==> src/rtl/intra_4x4_mode_pe.sv <==
// intra_4x4_mode_pe: H.264 Intra4x4 mode decision for one 4x4 luma block.
// Evaluates Vertical, Horizontal and DC prediction with one shared SAD
// datapath (one mode per cycle). It then picks the cheapest eligible mode and
// emits that mode, its prediction block and the residual block.
//
// Ports:
//   clk, rst            clock, asynchronous active-high reset
//   h264_reset          synchronous frame-level clear, highest priority
//   in_valid/in_ready   input handshake; in_ready is high only while idle
//   top, left           neighbours A..D and I..L; top_avail/left_avail qualify them
//   cur_blk             original samples, [row][col]
//   out_valid/out_ready output handshake; outputs held while stalled
//   best_mode           0 = V, 1 = H, 2 = DC
//   best_sad            SAD of the chosen mode, including MODE_COST for V/H
//   pred_blk            prediction block of the chosen mode
//   res_blk             cur_blk - pred_blk, two's complement per sample
module intra_4x4_mode_pe #(
    parameter int unsigned BIT_DEPTH = 8,
    parameter int unsigned VH_EN     = 1,
    parameter int unsigned MODE_COST = 0
) (
    input  logic                                 clk,
    input  logic                                 rst,
    input  logic                                 h264_reset,
    input  logic                                 in_valid,
    output logic                                 in_ready,
    input  logic [3:0][BIT_DEPTH-1:0]            top,
    input  logic [3:0][BIT_DEPTH-1:0]            left,
    input  logic                                 top_avail,
    input  logic                                 left_avail,
    input  logic [3:0][3:0][BIT_DEPTH-1:0]       cur_blk,
    output logic                                 out_valid,
    input  logic                                 out_ready,
    output logic [1:0]                           best_mode,
    output logic [BIT_DEPTH+4:0]                 best_sad,
    output logic [3:0][3:0][BIT_DEPTH-1:0]       pred_blk,
    output logic signed [3:0][3:0][BIT_DEPTH:0]  res_blk
);

    localparam int unsigned BD = BIT_DEPTH;
    localparam int unsigned SW = BIT_DEPTH + 5;
    localparam int unsigned RW = BIT_DEPTH + 1;
    localparam int unsigned DW = BIT_DEPTH + 3;

    localparam logic [1:0] MODE_V  = 2'd0;
    localparam logic [1:0] MODE_H  = 2'd1;
    localparam logic [1:0] MODE_DC = 2'd2;

    typedef enum logic [2:0] {
        S_IDLE, S_EVAL_V, S_EVAL_H, S_EVAL_DC, S_BUILD, S_OUT
    } state_t;

    state_t state, next_state;

    logic [3:0][BD-1:0]             top_q;
    logic [3:0][BD-1:0]             left_q;
    logic                           top_av_q;
    logic                           left_av_q;
    logic [3:0][3:0][BD-1:0]        cur_q;
    logic [SW-1:0]                  sad_v_q;
    logic [SW-1:0]                  sad_h_q;
    logic [SW-1:0]                  sad_dc_q;

    logic [DW-1:0]                  sum_top;
    logic [DW-1:0]                  sum_left;
    logic [DW-1:0]                  dc_sum;
    logic [BD-1:0]                  dc_c;
    logic                           v_ok;
    logic                           h_ok;
    logic [1:0]                     dec_mode_c;
    logic [SW-1:0]                  best_c;
    logic [1:0]                     mode_sel;
    logic [3:0][3:0][BD-1:0]        pred_c;
    logic signed [3:0][3:0][RW-1:0] res_c;
    logic [RW-1:0]                  absd;
    logic [SW-1:0]                  sad_c;

    // State register
    always_ff @(posedge clk or posedge rst) begin
        if (rst) begin
            state <= S_IDLE;
        end else begin
            state <= next_state;
        end
    end

    // Next-state logic; the frame-level clear overrides any handshake
    always_comb begin
        next_state = state;
        in_ready   = 1'b0;
        unique case (state)
            S_IDLE: begin
                in_ready = 1'b1;
                if (in_valid) next_state = S_EVAL_V;
            end
            S_EVAL_V:  next_state = S_EVAL_H;
            S_EVAL_H:  next_state = S_EVAL_DC;
            S_EVAL_DC: next_state = S_BUILD;
            S_BUILD:   next_state = S_OUT;
            S_OUT:     if (out_ready) next_state = S_IDLE;
            default:   next_state = S_IDLE;
        endcase
        if (h264_reset) next_state = S_IDLE;
    end

    // DC predictor from the registered neighbours
    always_comb begin
        sum_top  = '0;
        sum_left = '0;
        for (int i = 0; i < 4; i++) begin
            sum_top  = sum_top  + DW'(top_q[i]);
            sum_left = sum_left + DW'(left_q[i]);
        end
        dc_sum = '0;
        dc_c   = {1'b1, {(BD-1){1'b0}}};
        if (top_av_q && left_av_q) begin
            dc_sum = sum_top + sum_left + DW'(4);
            dc_c   = BD'(dc_sum >> 3);
        end else if (top_av_q) begin
            dc_sum = sum_top + DW'(2);
            dc_c   = BD'(dc_sum >> 2);
        end else if (left_av_q) begin
            dc_sum = sum_left + DW'(2);
            dc_c   = BD'(dc_sum >> 2);
        end
    end

    assign v_ok = (VH_EN != 0) && top_av_q;
    assign h_ok = (VH_EN != 0) && left_av_q;

    // Mode decision: H is checked before V with <= so ties fall to the lower mode
    always_comb begin
        dec_mode_c = MODE_DC;
        best_c     = sad_dc_q;
        if (h_ok && (sad_h_q <= best_c)) begin
            dec_mode_c = MODE_H;
            best_c     = sad_h_q;
        end
        if (v_ok && (sad_v_q <= best_c)) begin
            dec_mode_c = MODE_V;
            best_c     = sad_v_q;
        end
    end

    // Mode currently driven through the shared predictor/SAD datapath
    always_comb begin
        unique case (state)
            S_EVAL_V: mode_sel = MODE_V;
            S_EVAL_H: mode_sel = MODE_H;
            S_BUILD:  mode_sel = dec_mode_c;
            default:  mode_sel = MODE_DC;
        endcase
    end

    // Shared predictor, residual and SAD for the selected mode
    always_comb begin
        absd  = '0;
        sad_c = (mode_sel == MODE_DC) ? '0 : SW'(MODE_COST);
        for (int r = 0; r < 4; r++) begin
            for (int c = 0; c < 4; c++) begin
                unique case (mode_sel)
                    MODE_V:  pred_c[r][c] = top_q[c];
                    MODE_H:  pred_c[r][c] = left_q[r];
                    default: pred_c[r][c] = dc_c;
                endcase
                res_c[r][c] = RW'(cur_q[r][c]) - RW'(pred_c[r][c]);
                absd  = res_c[r][c][RW-1] ? (~res_c[r][c] + 1'b1) : res_c[r][c];
                sad_c = sad_c + SW'(absd);
            end
        end
    end

    // Block capture, per-mode SAD registers and output registers
    always_ff @(posedge clk or posedge rst) begin
        if (rst) begin
            top_q     <= '0;
            left_q    <= '0;
            top_av_q  <= 1'b0;
            left_av_q <= 1'b0;
            cur_q     <= '0;
            sad_v_q   <= '0;
            sad_h_q   <= '0;
            sad_dc_q  <= '0;
            out_valid <= 1'b0;
            best_mode <= '0;
            best_sad  <= '0;
            pred_blk  <= '0;
            res_blk   <= '0;
        end else if (h264_reset) begin
            top_q     <= '0;
            left_q    <= '0;
            top_av_q  <= 1'b0;
            left_av_q <= 1'b0;
            cur_q     <= '0;
            sad_v_q   <= '0;
            sad_h_q   <= '0;
            sad_dc_q  <= '0;
            out_valid <= 1'b0;
            best_mode <= '0;
            best_sad  <= '0;
            pred_blk  <= '0;
            res_blk   <= '0;
        end else begin
            unique case (state)
                S_IDLE: begin
                    if (in_valid) begin
                        top_q     <= top;
                        left_q    <= left;
                        top_av_q  <= top_avail;
                        left_av_q <= left_avail;
                        cur_q     <= cur_blk;
                    end
                end
                S_EVAL_V:  sad_v_q  <= sad_c;
                S_EVAL_H:  sad_h_q  <= sad_c;
                S_EVAL_DC: sad_dc_q <= sad_c;
                S_BUILD: begin
                    best_mode <= dec_mode_c;
                    best_sad  <= best_c;
                    pred_blk  <= pred_c;
                    res_blk   <= res_c;
                    out_valid <= 1'b1;
                end
                S_OUT: begin
                    if (out_ready) out_valid <= 1'b0;
                end
                default: ;
            endcase
        end
    end

endmodule

==> config.mk <==
export PLATFORM = sky130hd
export DESIGN_NAME = intra_4x4_mode_pe
export DESIGN_NICKNAME = d
export VERILOG_FILES = /design/src/rtl/intra_4x4_mode_pe.sv
export SDC_FILE = /design/constraint.sdc
export NUM_CORES = 2
export LEC_CHECK = 0
export ABC_AREA = 1
export CAP_MARGIN = 20
export CORE_MARGIN = 2
export CORE_UTILIZATION = 51
export CTS_CLUSTER_SIZE = 14
export DETAILED_ROUTE_END_ITERATION = 10
export PLACE_DENSITY_LB_ADDON = 0.05
export SETUP_SLACK_MARGIN = 0.05
export SYNTH_ARGS = -nofsm -noshare
export SYNTH_HDL_FRONTEND = slang
export SYNTH_SLANG_ARGS = --single-unit
==> constraint.sdc <==
create_clock -name clk -period 16.95 [get_ports clk]
set_clock_uncertainty 0.2 [all_clocks]
set_input_delay 3.39 -clock clk [delete_from_list [all_inputs] [get_ports clk]]
set_output_delay 3.39 -clock clk [all_outputs]
set_load 0.01 [all_outputs]
==> impl_metrics.env <==
export IMPL_status="finished clean"
export IMPL_die_area_um2=71120
export IMPL_cts_inserted_buffers=57
export IMPL_hold_buffers=0
export IMPL_synth_area_mux_share_pct=0
export IMPL_slew_violations=0
export IMPL_cp_common_cell="nand2_1"
export IMPL_drive_above_1_share_pct=4.192
export IMPL_synth_top_area_share_pct=37.26
export IMPL_ctsResizeCount=0
export IMPL_grt_pass1_vias=31070
export IMPL_slowest_delay_ps=700
export IMPL_yosysUniqueCellTypes=45
export IMPL_critPathSlowestCell="nor2_8"
export IMPL_dp_final_hpwl_um=106100
export IMPL_post_synth_fa_ha_maj_area_fraction_pct=17.81
export IMPL_num_io_pins=488
export IMPL_grt_usage_pct=38.64
export IMPL_core_um2=68470
export IMPL_rsz0062_at_grt="false"
export IMPL_antenna_found_initial=5
export IMPL_final_common_cell="nand2_1"
export IMPL_maxUsedRoutingLayer="met5"
export IMPL_drcViolationCount=0
export IMPL_crit_path_max_fanout=52
export IMPL_synthToLayoutAreaGrowth_pct=21.84
export IMPL_wl_met1_um=57930
export IMPL_syn_inst=4373
export IMPL_wl_met2_um=61880
export IMPL_synthesis_nets=4971
export IMPL_finalHoldViolCount=0
export IMPL_drt_iter0_drc=3489
export IMPL_vias=31971
export IMPL_synth_top_family_by_area="simple AND/OR/NAND/NOR gates"
export IMPL_die_x_um=266.7
export IMPL_numClockSinks=524
export IMPL_synthSimpleGateAreaFrac_pct=20.04
export IMPL_hold_class="flop to flop"
export IMPL_setup_viol=0
export IMPL_wl_per_cell_um=23.92
export IMPL_synth_compound_area_share_pct=11.16
export IMPL_crit_type="flop to flop"
export IMPL_cts_root_buf="clkbuf_16"
export IMPL_max_slew_margin_pct=24.07
export IMPL_max_clock_path_buffers=3
export IMPL_fin_crit_sh_pct=77.71
export IMPL_layout_common_cells="nand2_1 (1092), inv_1 (693), dfrtp_1 (524), clkdlybuf4s50_1 (487), o21ai_0 (455)"
export IMPL_place_gp_congestion=0.9895
export IMPL_std_cell_rows=96
export IMPL_max_freq_mhz=75.92
export IMPL_portBuffers=487
export IMPL_crit_required_ps=17240
export IMPL_worstSetupEndpointType="flop"
export IMPL_postCtsSetupBuffers=0
export IMPL_synth_area_per_cell_um2=8.047
export IMPL_yosysTopAreaCell="dfrtp_1"
export IMPL_die_y_um=266.7
export IMPL_maxCapViolCount=0
export IMPL_synth_area_um2=35190
export IMPL_synth_xor_area_share_pct=4.430
export IMPL_gr_total_overflow=0
export IMPL_drt_first_pass_iters=7
export IMPL_route_met3_wl_um=11270
export IMPL_clock_insertion_delay_worst_skew_ps=650
export IMPL_ys_ff_latch=524
export IMPL_crit_path_start_kind="flop"
export IMPL_htreeDepth=2
export IMPL_start_util_pct=51.40
export IMPL_min_period_ps=13170
export IMPL_grt_max_degree=156
export IMPL_clk_pin_slew_ps=60
export IMPL_arrival_ps=13460
export IMPL_via_per_inst=5.584
export IMPL_fin_hold_ws_ps=277.8
export IMPL_finalSetupTns_ps=0
export IMPL_worst_pin_slew_ps=1139
export IMPL_synth_seq_area_share_pct=37.26
export IMPL_routed_wl_um=136900
export IMPL_yosys_warnings=0
export IMPL_grt_pass1_wl_um=201600
export IMPL_ant_nets=0
export IMPL_ys_top_cells_by_area="dfrtp_1 (37%), nand2_1 (12%), fa_1 (9.7%), ha_1 (8.1%), inv_1 (7.4%)"
export IMPL_fin_nets=5395
export IMPL_cts_tree="done"
worst paths after layout:
path,slack [ps],endpoint,cells after the start,startpoint
max reg2reg,3780,sad_h_q[10],58,sad_dc_q[12]
min in group asynchronous,3030,pred_blk[5],2,rst
max in group asynchronous,10760,cur_q[34],5,rst
min,280,res_blk[142],2,res_blk[142]
min reg2reg,280,res_blk[142],2,res_blk[142]
max,3780,sad_h_q[10],58,sad_dc_q[12]
synth_stat cells (all sizes together):
| cell | instances |
|---|---|
| a21o | 5 |
| a21oi | 217 |
| a22o | 2 |
| a22oi | 1 |
| a32o | 1 |
| and2 | 3 |
| and3 | 1 |
| buf | 43 |
| clkbuf | 111 |
| dfrtp | 524 |
| fa | 170 |
| ha | 229 |
| inv | 699 |
| nand2 | 1115 |
| nand3 | 355 |
| nand3b | 17 |
| nand4 | 14 |
| nor2 | 128 |
| nor3 | 28 |
| nor3b | 1 |
| nor4 | 1 |
| o2111ai | 2 |
| o211ai | 16 |
| o21ai | 475 |
| o21bai | 19 |
| o221ai | 2 |
| o22ai | 4 |
| or2 | 12 |
| xnor2 | 48 |
| xor2 | 130 |
per-layer routing:
layer / up-vias / global-route usage (%)
li1: 14712 / -
met1: 15678 / 53.38
met2: 1362 / 60.82
met3: 217 / 7.353
met4: 2 / 13.92
met5: - / 0
kinds of logic (layout without fill, tap and decap cells):
logic type               count (synthesis)  count (layout)
AND/OR/NAND/NOR                       1675            1675
other                                    0               1
flip-flops                             524             524
adder cells (fa/ha/maj)                399             399
buffers and inverters                  853            1322
AO/OA/AOI/OAI                          744             744
XOR/XNOR                               178             178
flip-flops by register name, summed over array words and instances (netlist names):
name       count
pred_blk     128
sad_dc_q      13
left_q        32
top_q         32
cur_q        128
sad_v_q       13
h_ok           1
best_sad      13
best_mode      2
state          3
top_av_q       1
out_valid      1
res_blk      144
sad_h_q       13
critical path, delay by kind of cell (launching register included):
kind,cells,cell delay [ps]
buffers and inverters,9,770
AO/OA/AOI/OAI,10,2040
flip-flops,1,350
XOR/XNOR,1,180
adder cells (fa/ha/maj),11,4880
AND/OR/NAND/NOR,27,4610
metrics by stage:
stage	setup slack [ps]	instances	util (%)	instance area, um^2
5_1_grt	2691	5724	62.62	42870
6_report	3777	5725	62.62	42870
3_3_place_gp	4065	5617	59.61	40810
3_5_place_dp	4000	5618	59.65	40840
2_1_floorplan	5955	4373	-	35190
4_1_cts	3897	5722	62.55	42820
final cells by class:
type,count,area [um^2]
clock inverters,25,302.8
inverters,699,2638
clock buffers,79,1680
fillers,6161,25590
well taps,882,1104
multi-input cells,2996,18850
repair buffers,519,5180
diodes,1,2.502
flip-flops and latches,524,13110
Power is not shown: default switching activity piles up to over one toggle a cycle in this logic, so the estimate is an artifact.
